[config.mk]
export PLATFORM = sky130hd
export DESIGN_NAME = dmem_arbiter
export DESIGN_NICKNAME = d
export VERILOG_FILES = /design/src/rtl/dmem_arbiter.sv
export SDC_FILE = /design/constraint.sdc
export NUM_CORES = 1
export LEC_CHECK = 0
export BUFFER_PORTS_ARGS = -buffer_cell sky130_fd_sc_hd__buf_2
export CORE_AREA = 2 2 121 123
export CTS_CLUSTER_SIZE = 30
export DETAILED_ROUTE_END_ITERATION = 8
export DIE_AREA = 0 0 123 125
export PLACE_DENSITY_LB_ADDON = 0.05
export SYNTH_ARGS = -nofsm -noshare
export SYNTH_HDL_FRONTEND = slang
export SYNTH_SLANG_ARGS = --single-unit
[constraint.sdc]
create_clock -name clk -period 3.5 [get_ports clk]
set_input_delay 0.35 -clock clk [delete_from_list [all_inputs] [get_ports clk]]
set_output_delay 0.35 -clock clk [all_outputs]
set_load 0.005 [all_outputs]
[src/rtl/dmem_arbiter.sv]
// ----------------------------------------------------------------------------
// dmem_arbiter
//
// Two-port arbiter in front of a single-ported data memory.
//   Port 0 : pipeline MEM-stage requester, normally has priority.
//   Port 1 : loader/debug requester, served when port 0 is idle or once
//            port 0 has been granted STARVE_LIMIT times in a row while
//            port 1 was waiting.
//
// Ports
//   clk, rst                       clock, asynchronous active-low reset
//   p0_req/we/addr/wdata/func3     port-0 request (func3 = RISC-V width code)
//   p0_gnt, p0_stall               port-0 grant and pipeline hold
//   p0_rvalid, p0_rdata            port-0 load return (one cycle after grant)
//   p1_req/we/addr/wdata/func3     port-1 request
//   p1_gnt, p1_rvalid, p1_rdata    port-1 grant and load return
//   m_addr, m_wdata, m_byte_sel    memory address, store data, width
//   m_r_en, m_w_en                 memory read / write enables
//   m_rdata                        raw memory word, valid cycle after m_r_en
// ----------------------------------------------------------------------------
module dmem_arbiter #(
    parameter int STARVE_LIMIT = 4
) (
    input  logic        clk,
    input  logic        rst,

    input  logic        p0_req,
    input  logic        p0_we,
    input  logic [31:0] p0_addr,
    input  logic [31:0] p0_wdata,
    input  logic [2:0]  p0_func3,
    output logic        p0_gnt,
    output logic        p0_stall,
    output logic        p0_rvalid,
    output logic [31:0] p0_rdata,

    input  logic        p1_req,
    input  logic        p1_we,
    input  logic [31:0] p1_addr,
    input  logic [31:0] p1_wdata,
    input  logic [2:0]  p1_func3,
    output logic        p1_gnt,
    output logic        p1_rvalid,
    output logic [31:0] p1_rdata,

    output logic [31:0] m_addr,
    output logic [31:0] m_wdata,
    output logic        m_r_en,
    output logic        m_w_en,
    output logic [1:0]  m_byte_sel,
    input  logic [31:0] m_rdata
);

    // Counter is at least 3 bits and always wide enough to hold STARVE_LIMIT.
    localparam int CW = (STARVE_LIMIT < 8) ? 3 : $clog2(STARVE_LIMIT + 1);
    localparam logic [CW-1:0] LIMIT = CW'(STARVE_LIMIT);

    localparam logic [2:0] F3_LB  = 3'b000;
    localparam logic [2:0] F3_LH  = 3'b001;
    localparam logic [2:0] F3_LBU = 3'b100;
    localparam logic [2:0] F3_LHU = 3'b101;

    typedef enum logic {
        OWNER_P0 = 1'b0,
        OWNER_P1 = 1'b1
    } owner_t;

    logic [CW-1:0] r_starve_cnt;
    logic          r_pend_valid;
    owner_t        r_pend_owner;
    logic [2:0]    r_pend_func3;

    logic [CW-1:0] w_starve_nxt;
    logic          w_starved;
    logic          w_p0_win;
    logic          w_p1_win;
    logic          w_any_gnt;
    logic          w_sel_we;
    logic [2:0]    w_sel_func3;
    logic          w_rd_gnt;
    logic [31:0]   w_ext_data;

    // ------------------------------------------------------------------
    // Arbitration. Everything is gated with rst so that all grants,
    // enables and the stall stay low while reset is asserted, whatever
    // the requesters are doing.
    // ------------------------------------------------------------------
    always_comb begin
        w_starved = (r_starve_cnt == LIMIT);
        w_p1_win  = rst & p1_req & (~p0_req | w_starved);
        w_p0_win  = rst & p0_req & ~w_p1_win;
        w_any_gnt = w_p0_win | w_p1_win;
    end

    assign p0_gnt   = w_p0_win;
    assign p1_gnt   = w_p1_win;
    assign p0_stall = rst & p0_req & ~w_p0_win;

    // ------------------------------------------------------------------
    // Memory-side mux: port 1 only drives the bus when it wins; with no
    // grant the bus idles on port 0's values with both enables low.
    // ------------------------------------------------------------------
    always_comb begin
        if (w_p1_win) begin
            m_addr      = p1_addr;
            m_wdata     = p1_wdata;
            w_sel_we    = p1_we;
            w_sel_func3 = p1_func3;
        end else begin
            m_addr      = p0_addr;
            m_wdata     = p0_wdata;
            w_sel_we    = p0_we;
            w_sel_func3 = p0_func3;
        end
        m_byte_sel = w_sel_func3[1:0];
        m_r_en     = w_any_gnt & ~w_sel_we;
        m_w_en     = w_any_gnt & w_sel_we;
        w_rd_gnt   = m_r_en;
    end

    // ------------------------------------------------------------------
    // Starvation counter: counts port-0 grants while port 1 is waiting,
    // saturating at the limit so port 1 wins on the next contended cycle.
    // ------------------------------------------------------------------
    always_comb begin
        w_starve_nxt = r_starve_cnt;
        if (w_p1_win || !p1_req) begin
            w_starve_nxt = '0;
        end else if (w_p0_win && r_starve_cnt != LIMIT) begin
            w_starve_nxt = r_starve_cnt + 1'b1;
        end
    end

    // ------------------------------------------------------------------
    // State registers: starvation counter plus the single outstanding
    // read slot. A new read can be granted while the previous one is
    // returning because the slot is simply overwritten every cycle.
    // ------------------------------------------------------------------
    always_ff @(posedge clk or negedge rst) begin
        if (!rst) begin
            r_starve_cnt <= '0;
            r_pend_valid <= 1'b0;
            r_pend_owner <= OWNER_P0;
            r_pend_func3 <= 3'b000;
        end else begin
            r_starve_cnt <= w_starve_nxt;
            r_pend_valid <= w_rd_gnt;
            if (w_rd_gnt) begin
                r_pend_owner <= w_p1_win ? OWNER_P1 : OWNER_P0;
                r_pend_func3 <= w_sel_func3;
            end
        end
    end

    // ------------------------------------------------------------------
    // Load extension of the raw word. Byte/halfword data is taken from
    // the low lanes of the returned word.
    // ------------------------------------------------------------------
    always_comb begin
        w_ext_data = m_rdata;
        case (r_pend_func3)
            F3_LB:   w_ext_data = {{24{m_rdata[7]}}, m_rdata[7:0]};
            F3_LH:   w_ext_data = {{16{m_rdata[15]}}, m_rdata[15:0]};
            F3_LBU:  w_ext_data = {24'h0, m_rdata[7:0]};
            F3_LHU:  w_ext_data = {16'h0, m_rdata[15:0]};
            default: w_ext_data = m_rdata;
        endcase
    end

    // Return steering; data is forced to zero on a port without rvalid.
    always_comb begin
        p0_rvalid = r_pend_valid & (r_pend_owner == OWNER_P0);
        p1_rvalid = r_pend_valid & (r_pend_owner == OWNER_P1);
        p0_rdata  = p0_rvalid ? w_ext_data : 32'h0;
        p1_rdata  = p1_rvalid ? w_ext_data : 32'h0;
    end

endmodule

==> impl_metrics.yaml, run 1 <==
outcome:
  status: "completed"
setup_path:
  crit_path_start: "r_starve_cnt[0]$_DFFE_PN0P_"
  crit_fanout: 37
  crit_type: "reg -> out"
  r2r-start: "r_starve_cnt[0]$_DFFE_PN0P_"
  critPathCapture: "m_addr[28]"
  r2r-end: "r_pend_func3[0]$_DFFE_PN0P_"
  start_kind: "flop"
  end_kind: "output port"
  worst-endpoint-arrival_ns: 2.16
  required_ns: 3.15
  ff2ff_setup_slack_ns: 1.42
  worstRegToRegCells: 7
cells_and_area:
  area_delta_synth_final_pct: 93.6
  final_util: 0.254
  seqCellArea_um2: 200
  fin_cells: 848
  antenna_cells: 0
  drive_gt1_frac: 0.482
  fill_cells: 1701
  multiInputGateArea_mm2: 0.00151
  nNetsFinal: 840
global_routing:
  grt_max_degree: 74
  grt_antenna_before_repair: 1
  grt_pass1_vias: 3121
  grt-ovfl-total: 0
  grt_pass1_wl_mm: 15.8
  grt_use_total: 0.128
timing:
  period_share: 0.718
  worst_slew_margin_rel: 0.471
  tightest_slew_ns: 0.793
  holdWs_ns: 0.0160
  rsz0062_at_grt: "false"
  clock.fmax_mhz: 398
  fin_skew_ns: 0.00511
  fin_crit_ns: 2.51
  setup_viol: 0
  tns_ns: 0
  maxSlewViolCount: 0
  hold_viol: 0
power_and_ir_drop:
  p_leak_nw: 2.43
  switching_share: 0.365
  power_density_mw_per_mm2: 199
  irDropWorstVdd_v: 0.000110
  intPower_mw: 0.455
  p_comb_frac: 0.544
  clock_power_share: 0.264
  power.switching_mw: 0.262
  sequentialPowerShare: 0.191
clocking:
  clock_sinks: 8
  cts_made_buffers: 3
  cts_resized: 0
  cts_setup_buffers: 0
  htree_levels: 1
  cts_buffer_depth: 2
  cts_tree: "yes"
  insertion_delay_ns: 0.23
  clk_pin_slew_ns: 0.04
  cts_root_buf: "clkbuf_16"
  ctsHoldBuffers: 0
min_path:
  min_path_type: "in -> async"
place:
  gp_congestion: 0.793
  dp_hpwl_mm: 9.01
  dp_cells: 845
  port_buffers: 308
floorplanning:
  start_util: 0.131
  die_area_mm2: 0.0154
  die_h_um: 125
  die_w_um: 123
  std_cell_rows: 44
  core_mm2: 0.0142
  io_pins: 309
yosys:
  syn_area_mm2: 0.00186
  synthAdderAreaFrac: 0.0134
  synth_compound_area_frac: 0.0966
  ys_ff_latch: 8
  post_synth.cell_area_avg_um2: 4.96
  netlist-cell-type-count: 31
  yosys.area_share.simple: 0.694
  synth_xor_area_frac: 0
  synth_top_family_by_area: "simple AND/OR/NAND/NOR gates"
  synth-seq-area-share: 0.107
  yosysWarnings: 0
  synth_mux_area_frac: 0.00537
  syn_nets: 550
  synth_cells: 376
run:
  max_cap_viol_count: 0
detailed_routing:
  route.detailed.drc: 0
  routedWlPerCell_um: 12.5
  ant_nets: 0
  first_iter_violations: 58
  via_count: 3326
  vias_per_cell: 3.92
  totalWireLength_mm: 10.6
  dr.pass1.iters: 4
cells by family after synthesis:
group,Yosys count
AO/OA/AOI/OAI,24
adder cells (fa/ha/maj),2
flip-flops,8
multiplexers,1
buffers and inverters,33
AND/OR/NAND/NOR,308
worst min path at each step:
stage,start,endpoint,slack [ns],depth (start not counted)
6_report,rst,r_starve_cnt[1]$_DFFE_PN0P_,0.02,1
2_1_floorplan,rst,r_pend_func3[0]$_DFFE_PN0P_,0.05,0
4_1_cts,rst,r_starve_cnt[1]$_DFFE_PN0P_,0.02,1
3_5_place_dp,rst,r_starve_cnt[1]$_DFFE_PN0P_,0.27,1
5_1_grt,rst,r_starve_cnt[1]$_DFFE_PN0P_,0.05,1
3_3_place_gp,rst,r_starve_cnt[1]$_DFFE_PN0P_,0.26,1
power groups by stage:
| stage | sequential, mW | clock, mW | combinational [mW] |
|---|---|---|---|
| after floorplan | 0.108 | 0 | 0.207 |
| after global placement | 0.140 | 0 | 0.402 |
| after detailed placement | 0.140 | 0 | 0.397 |
| after CTS | 0.139 | 0.193 | 0.399 |
| after global routing | 0.141 | 0.201 | 0.447 |
| final | 0.137 | 0.190 | 0.391 |
layout by cell type (no fill, tap or decap), drive strengths merged, types with 2 or more instances in the layout:
cell | synthesis | layout
buf | 17 | 312
nand2 | 203 | 203
nor2 | 56 | 56
nor2b | 16 | 16
and2 | 12 | 12
and3 | 9 | 9
o21a | 8 | 8
dfrtp | 8 | 8
inv | 6 | 6
o21ai | 5 | 5
or3 | 3 | 3
or4 | 3 | 3
o211a | 3 | 3
clkbuf | 10 | 3
nand3 | 3 | 3
ha | 2 | 2
a21oi | 2 | 2
flip-flops by register name (all words and copies together) (netlist names):
name / count
r_pend_owner: 1
r_pend_valid: 1
r_pend_func3: 3
r_starve_cnt: 3
routing by layer:
| layer | wire [um] | GRT usage |
|---|---|---|
| met1 | 3580 | 0.126 |
| met5 | 13 | 0 |
| met2 | 5760 | 0.260 |
| met4 | 106 | 0.0221 |
| met3 | 1180 | 0.0360 |
worst max-delay path, cell delays in order (launching register included):
cell     delay, ns
dfrtp_1       0.38
inv_1         0.09
ha_1          0.18
a21bo_1       0.15
nand3_2       0.09
inv_2         0.49
buf_4         0.31
nand2_1       0.07
nand2_1       0.05
buf_2         0.12
stage by stage:
stage	total power, mW	setup WS [ns]	instance area [um2]
3_3_place_gp	0.542	1.22	3530
6_report	0.717	0.985	3610
4_1_cts	0.731	0.941	3610
5_1_grt	0.790	0.738	3610
2_1_floorplan	0.315	1.71	1860
3_5_place_dp	0.536	1.19	3530
synth_stat cells (all sizes together):
cell type	count	area, um2
nor2	56	210
clkbuf	10	37.5
o21a	8	60.1
nor4b	1	15.0
o211a	3	30.0
mux2i	1	10.0
o21bai	1	7.51
buf	17	95.1
and2	12	75.1
a21boi	1	7.51
dfrtp	8	200
nand3b	1	7.51
nor2b	16	100
ha	2	25.0
o21ai	5	25.0
a21bo	1	10.0
and3	9	56.3
nand2	203	762
nand2b	1	6.26
or3	3	18.8
a41o	1	10.0
inv	6	22.5
o2bb2ai	1	8.76
nand3	3	20.0
a21oi	2	13.8
o31ai	1	7.51
or4	3	22.5
cell type report:
| cell class | count | share of cell area |
|---|---|---|
| timing repair buffer | 312 | 0.436 |
| multi-input combinational | 335 | 0.418 |
| tap | 184 | 0.0638 |
| sequential | 8 | 0.0555 |
| clock buffer | 3 | 0.0208 |
| inverter | 6 | 0.00624 |
(Power assumes the default switching activity.)
==> run 2: changes to the inputs <==
==> constraint.sdc (replaced) <==
create_clock -name clk -period 2.2 [get_ports clk]
set_input_delay 0.22 -clock clk [delete_from_list [all_inputs] [get_ports clk]]
set_output_delay 0.22 -clock clk [all_outputs]
set_load 0.005 [all_outputs]
==> impl_metrics.yaml, run 2 (synthesized netlist as in run 1, its figures left out) <==
outcome:
  status: "completed"
cells_and_area:
  nNetsFinal: 848
  final_util: 0.263
  layout_common_cells: "buf_2 (308), nand2_1 (203), nor2_1 (56), nor2b_1 (16), and2_1 (12)"
  multiInputGateArea_mm2: 0.00152
  drive_gt1_frac: 0.487
  mostFrequentLayoutCell: "buf_2"
  seqCellArea_um2: 200
  area_delta_synth_final_pct: 100
  stdcell_area_mm2: 0.00373
  fill_cells: 1667
  reg_top3: "r_pend_func3 (3), r_starve_cnt (3)"
power_and_ir_drop:
  switching_share: 0.362
  total_power_mw: 1.17
  irDropWorstVdd_v: 0.000151
  clock_power_share: 0.257
  sequentialPowerShare: 0.167
  power.switching_mw: 0.424
  power_density_mw_per_mm2: 314
  p_leak_nw: 2.48
  p_comb_frac: 0.577
  intPower_mw: 0.748
global_routing:
  grt_antenna_before_repair: 2
  grt_max_degree: 38
  grt_pass1_wl_mm: 15.8
  grt_use_total: 0.129
  grt-ovfl-total: 0
  grt_pass1_vias: 3189
setup_path:
  worst-endpoint-arrival_ns: 1.82
  path_buf_inv: 2
  start_kind: "flop"
  crit_fanout: 16
  end_kind: "output port"
  crit_family: "simple AND/OR/NAND/NOR gates"
  required_ns: 1.98
  ff2ff_setup_slack_ns: 0.34
  slowest_stage: "dfrtp_1"
  max_stage_delay_ns: 0.50
  crit_type: "reg -> out"
  path_cells: "nand2b_1, inv_2, nand2_1, nor2_1, buf_2"
clocking:
  clk_pin_slew_ns: 0.04
  cts_made_buffers: 3
  insertion_delay_ns: 0.23
  cts_root_buf: "clkbuf_16"
  clock_sinks: 8
  cts_buffer_depth: 2
  cts_tree: "yes"
  htree_levels: 1
floorplanning:
  core_mm2: 0.0142
  die_h_um: 125
  start_util: 0.131
  io_pins: 309
  std_cell_rows: 44
  die_w_um: 123
  die_area_mm2: 0.0154
timing:
  hold_viol: 0
  clock.fmax_mhz: 490
  fin_crit_ns: 2.04
  rsz0062_at_grt: "true"
  maxSlewViolCount: 0
  setup_viol: 0
  fin_skew_ns: 0.000603
  holdWs_ns: 0.289
  period_share: 0.928
  layout_setup_ws_ns: 0.158
  tightest_slew_ns: 0.560
  worst_slew_margin_rel: 0.626
detailed_routing:
  ant_nets: 0
  routedWlPerCell_um: 12.5
  via_count: 3343
  totalWireLength_mm: 10.7
  route.detailed.drc: 0
  dr.pass1.iters: 4
  vias_per_cell: 3.90
  first_iter_violations: 86
min_path:
  min_path_type: "in -> reg"
place:
  place_area_mm2: 0.00362
  port_buffers: 308
  dp_hpwl_mm: 9.10
  gp_congestion: 0.783
  pre_cts_ws_ns: 0.316
run:
  max_cap_viol_count: 0
==> run 2: changes by cell type in the layout (fill, tap and decap cells not counted), sizes merged <==
cell,delta
buf,+7
clkinv,+1
diode,+1
dlygate4sd3,+1
inv,-1
==> run 2: worst register-to-register path, delay by kind of cell (launching register included) <==
kind                     cells  cell delay, ns
AND/OR/NAND/NOR              2            0.65
adder cells (fa/ha/maj)      1            0.21
AO/OA/AOI/OAI                2            0.36
buffers and inverters        2            0.19
flip-flops                   1            0.34
==> run 2: power groups by stage <==
| stage | registers (mW) | logic, mW | clock network [mW] |
|---|---|---|---|
| floorplan | 0.172 | 0.329 | 0 |
| finish | 0.196 | 0.675 | 0.301 |
| CTS | 0.197 | 0.685 | 0.307 |
| global route | 0.200 | 0.773 | 0.315 |
| detailed placement | 0.199 | 0.680 | 0 |
| global placement | 0.197 | 0.689 | 0 |
==> run 2: path summary, 6_finish.rpt <==
check,from,end,cells past startpoint
max,r_pend_owner$_DFFE_PN0P_,p0_rdata[28],5
min,p1_we,r_pend_owner$_DFFE_PN0P_,2
max reg2reg,r_starve_cnt[0]$_DFFE_PN0P_,r_pend_func3[2]$_DFFE_PN0P_,7
min reg2reg,r_pend_func3[2]$_DFFE_PN0P_,r_pend_func3[2]$_DFFE_PN0P_,1
max in group asynchronous,rst,r_pend_owner$_DFFE_PN0P_,3
min in group asynchronous,rst,r_starve_cnt[0]$_DFFE_PN0P_,3
==> run 2: final cells by class <==
| class | count | area share |
|---|---|---|
| timing repair buffer | 320 | 0.448 |
| sequential | 8 | 0.0537 |
| clock buffer | 3 | 0.0201 |
| tap | 184 | 0.0617 |
| inverter | 6 | 0.00738 |
| multi-input combinational | 335 | 0.408 |
| antenna | 1 | 0.000671 |
==> run 2: per-stage QoR <==
step	TNS (ns)	cells
2_1_floorplan	0	376
3_3_place_gp	0	852
3_5_place_dp	0	852
4_1_cts	0	856
5_1_grt	-0.0750	856
6_report	0	857
==> run 2: timing repair <==
action,CTS,global route
setup buffers,0,0
setup endpoints to repair,0,70
endpoints found under the hold margin,8,0
hold buffers,1,0
gates resized for setup,0,4
==> run 2: metal layers <==
metal	share of wire	global-route usage	vias to the layer above
met3	0.11	0.0383	8
met5	0.0010	0	-
met4	0.0087	0.0234	2
met2	0.54	0.267	168
met1	0.34	0.121	1415
li1	-	-	1750
==> run 3: changes to the inputs <==
--- a/config.mk
+++ b/config.mk
@@ -6,10 +6,10 @@
 export NUM_CORES = 1
 export LEC_CHECK = 0
 export BUFFER_PORTS_ARGS = -buffer_cell sky130_fd_sc_hd__buf_2
-export CORE_AREA = 2 2 121 123
+export CORE_AREA = 8 8 114 116
 export CTS_CLUSTER_SIZE = 30
 export DETAILED_ROUTE_END_ITERATION = 8
-export DIE_AREA = 0 0 123 125
+export DIE_AREA = 0 0 122 124
 export PLACE_DENSITY_LB_ADDON = 0.05
 export SYNTH_ARGS = -nofsm -noshare
 export SYNTH_HDL_FRONTEND = slang
==> impl_metrics.yaml, run 3 (synthesized netlist as in run 1, its figures left out) <==
outcome:
  status: "completed"
timing:
  maxSlewViolCount: 0
  layout_setup_ws_ns: 0.131
  fin_skew_ns: 0.000904
  setup_viol: 0
  tightest_slew_ns: 0.557
  period_share: 0.941
  hold_viol: 0
  clock.fmax_mhz: 483
  worst_slew_margin_rel: 0.628
  rsz0062_at_grt: "true"
  fin_crit_ns: 2.07
clocking:
  cts_setup_buffers: 0
  cts_root_buf: "clkbuf_16"
  cts_tree: "yes"
  cts_made_buffers: 3
  clk_pin_slew_ns: 0.04
  cts_buffer_depth: 2
  insertion_delay_ns: 0.23
  clock_sinks: 8
  htree_levels: 1
place:
  dp_hpwl_mm: 10.7
  port_buffers: 308
  gp_congestion: 0.773
  place_area_mm2: 0.00355
  pre_cts_ws_ns: 0.325
  dp_cells: 811
cells_and_area:
  drive_gt1_frac: 0.487
  antenna_cells: 0
  mostFrequentLayoutCell: "buf_2"
  reg_top3: "r_pend_func3 (3), r_starve_cnt (3)"
  layout_common_cells: "buf_2 (308), nand2_1 (203), nor2_1 (56), nor2b_1 (16), and2_1 (12)"
  stdcell_area_mm2: 0.00367
  area_delta_synth_final_pct: 97.1
  nNetsFinal: 849
  fin_cells: 816
min_path:
  holdPathStages: 2
  min_to: "r_pend_owner$_DFFE_PN0P_"
  worstHoldStart: "p1_we"
  min_path_type: "in -> reg"
detailed_routing:
  route.detailed.drc: 0
  routedWlPerCell_um: 15.3
  ant_nets: 0
  via_count: 3355
  totalWireLength_mm: 12.4
  first_iter_violations: 93
  dr.pass1.iters: 4
  vias_per_cell: 4.11
global_routing:
  grt_antenna_before_repair: 0
  grt_pass1_wl_mm: 17.8
  grt_use_total: 0.146
  grt-ovfl-total: 0
  grt_pass1_vias: 3448
  grt_max_degree: 44
power_and_ir_drop:
  irDropWorstVdd_v: 0.000212
  p_comb_frac: 0.574
  total_power_mw: 1.18
  power_density_mw_per_mm2: 320
  p_leak_nw: 2.48
  sequentialPowerShare: 0.170
  power.switching_mw: 0.431
  intPower_mw: 0.745
  clock_power_share: 0.256
  switching_share: 0.366
setup_path:
  worstRegToRegCells: 7
  r2r-start: "r_starve_cnt[0]$_DFFE_PN0P_"
  crit_path_start: "r_pend_func3[0]$_DFFE_PN0P_"
  worst-endpoint-arrival_ns: 1.85
  crit_type: "reg -> out"
  ff2ff_setup_slack_ns: 0.39
  end_kind: "output port"
  r2r-end: "r_pend_func3[0]$_DFFE_PN0P_"
  path_cells: "mux2i_1, o21bai_1, nand2_1, nor2_1, buf_2"
  required_ns: 1.98
  cp.depth: 5
  crit_fanout: 16
  slowest_stage: "dfrtp_1"
  crit_family: "flip-flops"
  path_buf_inv: 1
  max_stage_delay_ns: 0.59
  start_kind: "flop"
floorplanning:
  start_util: 0.167
  std_cell_rows: 39
  core_mm2: 0.0112
  io_pins: 309
  die_h_um: 124
  die_area_mm2: 0.0151
  die_w_um: 122
run:
  max_cap_viol_count: 0
[run 3: cell types whose count changed in the layout (fill, tap and decap cells not counted)]
| cell | previous run | this run |
|---|---|---|
| buf_12 | 3 | 1 |
| buf_6 | 0 | 2 |
| clkbuf_16 | 3 | 4 |
| clkinv_4 | 1 | 0 |
| diode_2 | 1 | 0 |
| inv_4 | 0 | 1 |
| nand3_2 | 0 | 1 |
| nand3_4 | 1 | 0 |
[run 3: worst max path at each step]
stage / to / slack, ns
global route: p1_rdata[19] / -0.12
CTS: m_wdata[26] / 0.08
global placement: m_addr[9] / 0.35
floorplan: m_addr[21] / 0.54
detailed placement: m_wdata[26] / 0.32
finish: p1_rdata[27] / 0.13
[run 3: layer usage]
| metal | global-route usage | wire (um) | vias to the layer above |
|---|---|---|---|
| met5 | 0 | 0 | - |
| met4 | 0.0285 | 114 | 0 |
| met3 | 0.0585 | 1520 | 7 |
| met2 | 0.291 | 6640 | 170 |
| met1 | 0.136 | 4170 | 1423 |
| li1 | - | - | 1755 |
[run 3: through the flow]
step | hold WS [ns] | util | TNS [ns]
after floorplan | -0.0756 | - | 0
after global placement | 0.135 | 0.317 | 0
after detailed placement | 0.143 | 0.317 | 0
after CTS | 0.274 | 0.325 | 0
after global routing | 0.294 | 0.329 | -2.01
final | 0.272 | 0.329 | 0
[run 3: final cells by class]
| type | count | area [um2] |
|---|---|---|
| multi-input combinational | 335 | 1520 |
| timing repair buffer | 321 | 1680 |
| sequential | 8 | 200 |
| inverter | 6 | 25.0 |
| clock buffer | 3 | 75.1 |
| tap | 143 | 179 |
| fill | 1291 | 7500 |
[run 3: power by group through the flow]
stage                     clock network (mW)  logic (mW)  registers (mW)
after detailed placement                   0       0.677           0.203
after CTS                              0.308       0.682           0.201
final                                  0.301       0.675           0.200
after global placement                     0       0.681           0.201
after global routing                   0.315       0.763           0.205
after floorplan                            0       0.329           0.172
[run 3: what timing repair did]
action / in CTS / in global routing
endpoints found under the hold margin: 8 / 0
endpoints found under the setup margin: 0 / 89
hold buffers: 1 / 0
gates resized for setup: 0 / 4
